File: src/rtl/imem_loader.sv
// Boot-time instruction-memory loader: length-prefixed byte stream -> little-endian 32-bit words.
// Define IMEM_LOADER_CHECKSUM_EN to require a trailing XOR checksum byte after the instruction bytes.
module imem_loader #(
  parameter int unsigned ADDR_WIDTH = 8
) (
  input  logic                  clk,
  input  logic                  reset,
  input  logic                  start,
  input  logic                  byte_valid,
  input  logic [7:0]            byte_data,
  output logic                  byte_ready,
  output logic                  imem_we,
  output logic [ADDR_WIDTH-1:0] imem_addr,
  output logic [31:0]           imem_wdata,
  output logic                  core_reset,
  output logic                  busy,
  output logic                  done,
  output logic                  error,
  output logic [ADDR_WIDTH:0]   word_count
);

  localparam int unsigned MAX_WORDS = 2 ** ADDR_WIDTH;

  typedef enum logic [2:0] {
    S_IDLE,
    S_LEN_LO,
    S_LEN_HI,
    S_DATA,
    S_DONE,
    S_ERROR
`ifdef IMEM_LOADER_CHECKSUM_EN
    , S_CHECK
`endif
  } state_e;

  state_e                state_q, state_d;
  logic [15:0]           len_q, len_d;
  logic [1:0]            bcnt_q, bcnt_d;
  logic [23:0]           shift_q, shift_d;
  logic [ADDR_WIDTH:0]   wcnt_q, wcnt_d;
  logic                  we_q, we_d;
  logic [ADDR_WIDTH-1:0] addr_q, addr_d;
  logic [31:0]           wdata_q, wdata_d;
  logic                  crst_q, crst_d;
  logic                  busy_w;
  logic                  accept;
  logic [15:0]           n_full;
`ifdef IMEM_LOADER_CHECKSUM_EN
  logic [7:0]            csum_q, csum_d;
`endif

  always_comb begin
    busy_w = (state_q == S_LEN_LO) || (state_q == S_LEN_HI) || (state_q == S_DATA)
`ifdef IMEM_LOADER_CHECKSUM_EN
             || (state_q == S_CHECK)
`endif
             ;
  end

  assign accept = byte_valid && busy_w;
  assign n_full = {byte_data, len_q[7:0]};

  always_comb begin
    state_d = state_q;
    len_d   = len_q;
    bcnt_d  = bcnt_q;
    shift_d = shift_q;
    wcnt_d  = wcnt_q;
    we_d    = 1'b0;
    addr_d  = addr_q;
    wdata_d = wdata_q;
`ifdef IMEM_LOADER_CHECKSUM_EN
    csum_d  = csum_q;
`endif
    case (state_q)
      S_IDLE, S_DONE, S_ERROR: begin
        if (start) begin
          state_d = S_LEN_LO;
          wcnt_d  = '0;
          bcnt_d  = '0;
`ifdef IMEM_LOADER_CHECKSUM_EN
          csum_d  = '0;
`endif
        end
      end
      S_LEN_LO: begin
        if (accept) begin
          len_d   = {8'h00, byte_data};
          state_d = S_LEN_HI;
        end
      end
      S_LEN_HI: begin
        if (accept) begin
          len_d = n_full;
          if (32'(n_full) > MAX_WORDS) begin
            state_d = S_ERROR;
          end else if (n_full == 16'h0000) begin
`ifdef IMEM_LOADER_CHECKSUM_EN
            state_d = S_CHECK;
`else
            state_d = S_DONE;
`endif
          end else begin
            state_d = S_DATA;
          end
        end
      end
      S_DATA: begin
        if (accept) begin
          bcnt_d  = bcnt_q + 2'd1;
          shift_d = {byte_data, shift_q[23:8]};
`ifdef IMEM_LOADER_CHECKSUM_EN
          csum_d  = csum_q ^ byte_data;
`endif
          if (bcnt_q == 2'd3) begin
            we_d    = 1'b1;
            addr_d  = wcnt_q[ADDR_WIDTH-1:0];
            wdata_d = {byte_data, shift_q};
            wcnt_d  = wcnt_q + (ADDR_WIDTH+1)'(1);
            if (32'(wcnt_q) + 32'd1 == 32'(len_q)) begin
`ifdef IMEM_LOADER_CHECKSUM_EN
              state_d = S_CHECK;
`else
              state_d = S_DONE;
`endif
            end
          end
        end
      end
`ifdef IMEM_LOADER_CHECKSUM_EN
      S_CHECK: begin
        if (accept) begin
          state_d = (byte_data == csum_q) ? S_DONE : S_ERROR;
        end
      end
`endif
      default: state_d = S_IDLE;
    endcase
    // Release the core only once DONE has been held for a full cycle, so the last write lands first.
    crst_d = !((state_q == S_DONE) && (state_d == S_DONE));
  end

  always_ff @(posedge clk or negedge reset) begin
    if (!reset) begin
      state_q <= S_IDLE;
      len_q   <= '0;
      bcnt_q  <= '0;
      shift_q <= '0;
      wcnt_q  <= '0;
      we_q    <= 1'b0;
      addr_q  <= '0;
      wdata_q <= '0;
      crst_q  <= 1'b1;
`ifdef IMEM_LOADER_CHECKSUM_EN
      csum_q  <= '0;
`endif
    end else begin
      state_q <= state_d;
      len_q   <= len_d;
      bcnt_q  <= bcnt_d;
      shift_q <= shift_d;
      wcnt_q  <= wcnt_d;
      we_q    <= we_d;
      addr_q  <= addr_d;
      wdata_q <= wdata_d;
      crst_q  <= crst_d;
`ifdef IMEM_LOADER_CHECKSUM_EN
      csum_q  <= csum_d;
`endif
    end
  end

  assign byte_ready = busy_w;
  assign busy       = busy_w;
  assign done       = (state_q == S_DONE);
  assign error      = (state_q == S_ERROR);
  assign imem_we    = we_q;
  assign imem_addr  = addr_q;
  assign imem_wdata = wdata_q;
  assign core_reset = crst_q;
  assign word_count = wcnt_q;

endmodule

File: config.mk
export PLATFORM = sky130hd
export DESIGN_NAME = imem_loader
export DESIGN_NICKNAME = d
export VERILOG_FILES = /design/src/rtl/imem_loader.sv
export SDC_FILE = /design/constraint.sdc
export NUM_CORES = 1
export LEC_CHECK = 0
export ABC_AREA = 1
export ABC_CLOCK_PERIOD_IN_PS = 3500
export BUFFER_PORTS_ARGS = -buffer_cell sky130_fd_sc_hd__buf_2
export CORE_MARGIN = 5
export CORE_UTILIZATION = 60
export CTS_CLUSTER_DIAMETER = 40
export DETAILED_ROUTE_END_ITERATION = 6
export HOLD_SLACK_MARGIN = 0.15
export PLACE_DENSITY = 0.81
export SYNTH_ARGS = -nofsm -noshare
export SYNTH_HDL_FRONTEND = slang
export SYNTH_SLANG_ARGS = --single-unit
File: constraint.sdc
create_clock -name clk -period 3.5 [get_ports clk]
set_clock_uncertainty 0.2 [all_clocks]
set_input_delay 0.175 -clock clk [delete_from_list [all_inputs] [get_ports clk]]
set_output_delay 0.175 -clock clk [all_outputs]
set_load 0.005 [all_outputs]
==> results of run 1 <==
[cells in the final DEF (no fill, tap or decap)]
master and instances:
sky130_fd_sc_hd__nand2_1 138, sky130_fd_sc_hd__ha_1 2, sky130_fd_sc_hd__o21ai_1 21, sky130_fd_sc_hd__nor2_8 1, sky130_fd_sc_hd__nor2_2 2, sky130_fd_sc_hd__nand4_1 5
sky130_fd_sc_hd__clkinvlp_4 3, sky130_fd_sc_hd__inv_8 1, sky130_fd_sc_hd__o21bai_1 2, sky130_fd_sc_hd__clkbuf_8 9, sky130_fd_sc_hd__a22o_1 1, sky130_fd_sc_hd__buf_4 4
sky130_fd_sc_hd__dlygate4sd3_1 11, sky130_fd_sc_hd__a221oi_1 1, sky130_fd_sc_hd__clkinv_4 1, sky130_fd_sc_hd__nand3_1 40, sky130_fd_sc_hd__inv_2 3, sky130_fd_sc_hd__nand2_4 1
sky130_fd_sc_hd__a22oi_1 1, sky130_fd_sc_hd__dfstp_2 1, sky130_fd_sc_hd__o22ai_2 5, sky130_fd_sc_hd__nor3_1 1, sky130_fd_sc_hd__nor2_4 1, sky130_fd_sc_hd__o22ai_1 2
sky130_fd_sc_hd__o21ai_0 53, sky130_fd_sc_hd__clkbuf_1 1, sky130_fd_sc_hd__a21oi_1 2, sky130_fd_sc_hd__inv_6 1, sky130_fd_sc_hd__nand2_2 1, sky130_fd_sc_hd__buf_2 65
sky130_fd_sc_hd__dfrtp_1 95, sky130_fd_sc_hd__inv_1 56, sky130_fd_sc_hd__a21oi_4 1, sky130_fd_sc_hd__nor2_1 30
[cell type report]
cell class              instances  area (sq um)  share of cell area [%]
multi-input cells             311          1470                    30.2
clock buffers                  10           128                    2.63
repair buffers                 80           465                    9.59
well taps                      96           120                    2.47
clock inverters                 6          51.3                    1.06
inverters                      59           221                    4.56
flip-flops and latches         96          2400                    49.5
[worst max-delay path, cell delays in order, from the launching register on]
cell	delay, ns
sky130_fd_sc_hd__dfrtp_1	0.41
sky130_fd_sc_hd__inv_2	0.10
sky130_fd_sc_hd__nor2_2	0.05
sky130_fd_sc_hd__inv_2	0.08
sky130_fd_sc_hd__nor2_4	0.04
sky130_fd_sc_hd__nand2_4	0.35
sky130_fd_sc_hd__nor2_8	0.11
sky130_fd_sc_hd__inv_2	0.49
sky130_fd_sc_hd__buf_4	0.46
sky130_fd_sc_hd__nand2_1	0.08
sky130_fd_sc_hd__o21ai_1	0.10
[registers in the layout, summed over array words and instances, names as in the netlist]
| name | count |
|---|---|
| state_q | 3 |
| len_q | 16 |
| imem_wdata | 32 |
| imem_addr | 8 |
| imem_we | 1 |
| core_reset | 1 |
| shift_q | 24 |
| bcnt_q | 2 |
| word_count | 9 |
[worst paths after layout]
path	endpoint	slack, ns
setup reg to reg	imem_wdata[28]	0.93
min in group clk	imem_wdata[1]	0.27
max in group asynchronous	word_count[2]	2.12
hold reg to reg	imem_wdata[1]	0.27
setup / recovery	imem_wdata[28]	0.93
hold / removal	len_q[15]	0.20
[cells by family (layout without fill, tap and decap cells)]
logic type,Yosys count,in the layout,share of synthesized area (%)
and+or+nand+nor,220,220,22.2
DFF,96,96,57.4
AOI/OAI and AO/OA,89,89,12.2
buffers and inverters,76,155,7.65
adders and majority gates,2,2,0.597
[routing by layer]
layer	track usage (%)	part of all wire (%)
met5	0	0
met4	6.62	1.3
met3	3.38	6.3
met2	34.0	46
met1	31.9	47
[power by group]
| part | internal (mW) | switching, mW |
|---|---|---|
| registers | 1.37 | 0.153 |
| logic | 0.301 | 0.532 |
| clock network | 0.267 | 0.398 |
| total | 1.94 | 1.08 |
==> results.rst, run 1 <==
.. list-table::
   :header-rows: 1

   * - Metric
     - Value
   * - Result of the run
     - finished clean
   * - Clock transition at the register clock pins on the worst setup and hold paths after CTS
     - 0.10 ns
   * - Launch point of the worst path
     - state_q[0]
   * - First-pass GRT wire length
     - 15100 um
   * - Max rail drop VDD
     - 0.000417 V
   * - Instance area at placement
     - 4570 sq um
   * - Depth of the CTS H-tree
     - 3
   * - Maximum number of pins on one net before global-route repair
     - 58
   * - Count of distinct cell types in the synthesized netlist
     - 29
   * - Post-synth top area share
     - 56.8%
   * - Detail Route Antenna Nets
     - 0
   * - Crit Path Class
     - register to register
   * - Worst reg2reg startpoint
     - state_q[0]
   * - Power consumption
     - 3.02 mW
   * - Total Nets Final
     - 571
   * - YS warnings
     - 0
   * - CP max FO
     - 51
   * - Area added between synthesis and finish
     - 15.9%
   * - Top cell type by total area after synthesis
     - sky130_fd_sc_hd__dfrtp_1
   * - Final Slew Violations
     - 0
   * - Mapped Nets
     - 497
   * - Worst Setup Slack post-DPL
     - 0.954 ns
   * - Number of cells after detailed placement
     - 631
   * - Cts hold-fix bufs
     - 11
   * - Required time of the critical path
     - 3.59 ns
   * - Core region area
     - 6790 sq um
   * - Flops & latches, synth
     - 96
   * - Antenna violations before repair
     - 0
   * - Vias in the first global route
     - 3175
   * - Endpoints failing hold
     - 0
   * - Cell row count
     - 30
   * - Max-Slew Margin vs Limit
     - 54.1%
   * - Synth cell count leaders
     - sky130_fd_sc_hd__nand2_1, sky130_fd_sc_hd__dfrtp_1, sky130_fd_sc_hd__inv_1
   * - Post-CTS Setup Repair Bufs
     - 0
   * - Post-synth design cell area
     - 4190 sq um
   * - Clock buffers created by TritonCTS
     - 9
   * - Post-layout minimum cycle time
     - 2.57 ns
   * - Clk buf depth
     - 2
   * - Vias/cell
     - 5.21
   * - Drt pass-1 iters
     - 4
   * - Clock tree from TritonCTS
     - yes
   * - Layout cell share with drive strength beyond 1
     - 17.8%
   * - Max-cap viol count
     - 0
   * - Effective utilization at floorplan
     - 61.7%
   * - Setup WS post-layout
     - 0.930 ns
   * - Worst-Margin Slew
     - 0.688 ns
   * - Gr ovfl total
     - 0
   * - Die area
     - 8750 sq um
   * - Average instance area after synthesis
     - 8.67 sq um
   * - Power per cell area
     - 623 nW/um^2
   * - Crit end category
     - register
   * - Via count of the routed design
     - 3425
   * - Predominant post-synthesis flop cell
     - sky130_fd_sc_hd__dfrtp_1
   * - All-layer global routing usage
     - 21.8%
   * - RePlAce Congestion
     - 0.869
   * - Horiz. Die Dim
     - 93.6 um
   * - Count of flip-flops with a built-in enable after synthesis
     - 0
   * - Max Freq
     - 389 MHz
   * - Number of instances in the synthesized netlist
     - 483
   * - Avg WL per Cell
     - 13.7 um
   * - DRC marker count from the first detailed-route iteration
     - 147
   * - Fraction of registers with async set/reset
     - 100%
   * - Clock Sinks
     - 96
   * - Antenna diodes
     - 0
   * - Most frequent cell after synthesis
     - sky130_fd_sc_hd__nand2_1
   * - Top-level port count
     - 67
   * - Sequential-to-total area share from yosys stat
     - 57.4%
   * - Synth top area cells
     - sky130_fd_sc_hd__dfrtp_1, sky130_fd_sc_hd__nand2_1, sky130_fd_sc_hd__o21ai_0, sky130_fd_sc_hd__inv_1, sky130_fd_sc_hd__nand3_1
   * - Leak
     - 2.56 nW
   * - Finish-stage setup viols
     - 0
   * - Final-layout fill cell count
     - 555
   * - RSZ-0062 raised after global routing
     - no
   * - Post-route cell area
     - 4850 sq um
   * - Min-delay worst type
     - primary input to async pin
   * - Count of cells resized by post-cts repair
     - 0
   * - Routed wire length
     - 9000 um
   * - Clock Root Buffer
     - sky130_fd_sc_hd__clkbuf_8
   * - Depth of the worst register-to-register path
     - 10
   * - Utilization of the core after routing
     - 71.5%
   * - Final cycle utilization of the critical path
     - 73.4%
   * - Clock Latency Late Sink
     - 0.36 ns
   * - Crit start category
     - register
   * - Worst Path Arrival
     - 2.66 ns
   * - Post-route DRC violation count
     - 0
   * - Input/output buffers
     - 66
   * - Vert. Die Dim
     - 93.6 um
   * - Non-filler instance count after layout
     - 658
   * - Hold slack
     - 0.195 ns
   * - Sum of negative setup slack
     - 0 ns
   * - Half-perimeter wire length of the detailed placement result
     - 6520 um
Note: power is estimated with default switching activity, not from simulation.
==> run 2: changes to the inputs <==
- ABC_CLOCK_PERIOD_IN_PS: 3500 -> 2210
- CORE_UTILIZATION: 60 -> 51
- PLACE_DENSITY: 0.81 -> 0.73
- clock period: 3.5 -> 2.21 ns (I/O delays scaled with it)
==> results.rst, run 2 (same netlist as run 1, synthesis figures left out) <==
.. list-table::
   :header-rows: 1

   * - Metric
     - Value
   * - Clock tree from TritonCTS
     - yes
   * - Core region area
     - 8090 sq um (+19%)
   * - Power per cell area
     - 1020 nW/um^2 (+63%)
   * - Final cycle utilization of the critical path
     - 91.6% (+18 points)
   * - Min-delay worst type
     - register to register
   * - Drt pass-1 iters
     - 5 (+1)
   * - Clk buf depth
     - 2 (unchanged)
   * - Startpoint of the lowest-slack hold path
     - imem_wdata[1]
   * - Leak
     - 2.63 nW (+2.8%)
   * - Depth of the CTS H-tree
     - 3 (unchanged)
   * - Antenna violations before repair
     - 0 (unchanged)
   * - Worst-Margin Slew
     - 0.428 ns (-0.260 ns)
   * - Area of the multi-input gates
     - 1470 sq um (+0.51%)
   * - Number of cells after detailed placement
     - 642 (+1.7%)
   * - Clock Root Buffer
     - sky130_fd_sc_hd__clkbuf_8
   * - Worst-case register-to-register setup slack
     - 0.19 ns (-0.74 ns)
   * - Clock buffers created by TritonCTS
     - 9 (unchanged)
   * - Non-filler instance count after layout
     - 671 (+2.0%)
   * - Worst hold endpoint
     - imem_wdata[1]
   * - Worst hold stages
     - 2
   * - Input/output buffers
     - 66 (unchanged)
   * - Worst Setup Slack post-DPL
     - 0.0955 ns (-0.859 ns)
   * - Max Freq
     - 494 MHz (+27%)
   * - Instance area at placement
     - 4620 sq um (+1.1%)
   * - Clock Latency Late Sink
     - 0.36 ns (about the same)
   * - Die area
     - 10100 sq um (+16%)
   * - Post-route DRC violation count
     - 0 (unchanged)
   * - Layout cell share with drive strength beyond 1
     - 18.7% (+0.93 points)
   * - Endpoints failing hold
     - 0 (unchanged)
   * - CP max FO
     - 7 (-86%)
   * - Detail Route Antenna Nets
     - 0 (unchanged)
   * - Effective utilization at floorplan
     - 51.8% (-9.9 points)
   * - Register area
     - 2400 sq um (unchanged)
   * - Depth of the worst register-to-register path
     - 12 (+2)
   * - Gr ovfl total
     - 0 (unchanged)
   * - Worst reg2reg startpoint
     - word_count[0]
   * - Cell row count
     - 33 (+10%)
   * - Most common cell after layout, fill and taps aside
     - sky130_fd_sc_hd__nand2_1
   * - Vias in the first global route
     - 3236 (+1.9%)
   * - Via count of the routed design
     - 3402 (-0.67%)
   * - Vert. Die Dim
     - 101 um (+7.6%)
   * - Setup WS post-layout
     - 0.186 ns (-0.744 ns)
   * - Final-layout fill cell count
     - 738 (+33%)
   * - Most used cells in the layout excluding fill and tap cells
     - sky130_fd_sc_hd__nand2_1, sky130_fd_sc_hd__dfrtp_1, sky130_fd_sc_hd__buf_2, sky130_fd_sc_hd__inv_1, sky130_fd_sc_hd__o21ai_0
   * - Hold slack
     - 0.273 ns (+0.0779 ns)
   * - Clock transition at the register clock pins on the worst setup and hold paths after CTS
     - 0.10 ns (about the same)
   * - Post-CTS Setup Repair Bufs
     - 0 (unchanged)
   * - First-pass GRT wire length
     - 15800 um (+4.4%)
   * - Utilization of the core after routing
     - 61.7% (-9.8 points)
   * - Crit start category
     - register
   * - Worst Path Arrival
     - 2.08 ns (-0.58 ns)
   * - Crit end category
     - register
   * - Avg WL per Cell
     - 14.0 um (+2.2%)
   * - Maximum number of pins on one net before global-route repair
     - 64 (+10%)
   * - Total Nets Final
     - 575 (+0.70%)
   * - Antenna diodes
     - 0 (unchanged)
   * - RSZ-0062 raised after global routing
     - no
   * - Worst flop-to-flop path endpoint
     - state_q[0]
   * - Max-Slew Margin vs Limit
     - 71.5% (+17 points)
   * - Crit Path Class
     - register to register
   * - Max FFs per register
     - 32 (unchanged)
   * - Vias/cell
     - 5.07 (-2.6%)
   * - Max rail drop VDD
     - 0.000507 V (+22%)
   * - Routed wire length
     - 9380 um (+4.2%)
   * - All-layer global routing usage
     - 19.7% (-2.2 points)
   * - Required time of the critical path
     - 2.27 ns (-1.32 ns)
   * - Half-perimeter wire length of the detailed placement result
     - 6750 um (+3.4%)
   * - Post-layout minimum cycle time
     - 2.02 ns (-0.546 ns)
   * - Top-level port count
     - 67 (unchanged)
   * - Max-cap viol count
     - 0 (unchanged)
   * - Power consumption
     - 5.07 mW (+68%)
   * - Result of the run
     - finished clean
   * - Post-route cell area
     - 4990 sq um (+2.8%)
   * - Clock Sinks
     - 96 (unchanged)
   * - Sum of negative setup slack
     - 0 ns (unchanged)
   * - Final Slew Violations
     - 0 (unchanged)
   * - Finish-stage setup viols
     - 0 (unchanged)
   * - Area added between synthesis and finish
     - 19.1%
   * - RePlAce Congestion
     - 0.890 (+2.4%)
   * - DRC marker count from the first detailed-route iteration
     - 191 (+30%)
   * - Horiz. Die Dim
     - 101 um (+7.6%)
==> run 2: how the worst max path moves through the flow <==
stage          cells past startpoint          to  slack [ns]     startpoint
6_report                          12  state_q[0]        0.19  word_count[0]
3_3_place_gp                      11  state_q[0]        0.23  word_count[0]
3_5_place_dp                      10  state_q[0]         0.1  word_count[0]
2_1_floorplan                     11  state_q[0]        0.39  word_count[0]
4_1_cts                           10  state_q[0]        0.10  word_count[0]
5_1_grt                           12  core_reset        0.01  word_count[1]
==> run 2: power breakdown <==
part | switching, mW | internal [mW] | total [mW]
clock | 0.640 | 0.651 | 1.29
sequential | 0.247 | 2.17 | 2.42
combinational | 0.871 | 0.490 | 1.36
==> run 2: timing repair <==
item / 4_1_cts / 5_1_grt
endpoints found under the hold margin: 142 / 0
setup endpoints to repair: 0 / 4
hold buffers: 13 / 0
resized for setup: 0 / 2
==> run 2: routing by layer <==
metal  vias up  wire length (um)  GRT usage, %  share of wire, %
met1      1590              4380          28.0                47
met3        11               524          3.32               5.6
met5         -                 0             0                 0
met2       101              4330          30.5                46
met4         0               146          7.15               1.6
li1       1700                 -             -                 -
==> run 2: layout make-up <==
| cell class | instances | share of cell area (%) |
|---|---|---|
| Sequential cell | 96 | 48.2 |
| Multi-Input combinational cell | 311 | 29.5 |
| Timing Repair Buffer | 84 | 10.7 |
| Inverter | 59 | 4.44 |
| Tap cell | 105 | 2.63 |
| Clock buffer | 9 | 2.48 |
| Clock inverter | 7 | 2.06 |
==> run 2: critical path: stages, from the launching register on <==
cell,delay (ns)
sky130_fd_sc_hd__dfrtp_1,0.46
sky130_fd_sc_hd__ha_1,0.23
sky130_fd_sc_hd__nand3_1,0.13
sky130_fd_sc_hd__nor2_1,0.20
sky130_fd_sc_hd__nand2_1,0.07
sky130_fd_sc_hd__nand2_1,0.08
sky130_fd_sc_hd__nand2_1,0.07
sky130_fd_sc_hd__nand2_1,0.06
sky130_fd_sc_hd__nand2_1,0.04
sky130_fd_sc_hd__nor2_1,0.15
sky130_fd_sc_hd__nand3_1,0.09
sky130_fd_sc_hd__nand2_1,0.08
sky130_fd_sc_hd__nand2_1,0.05
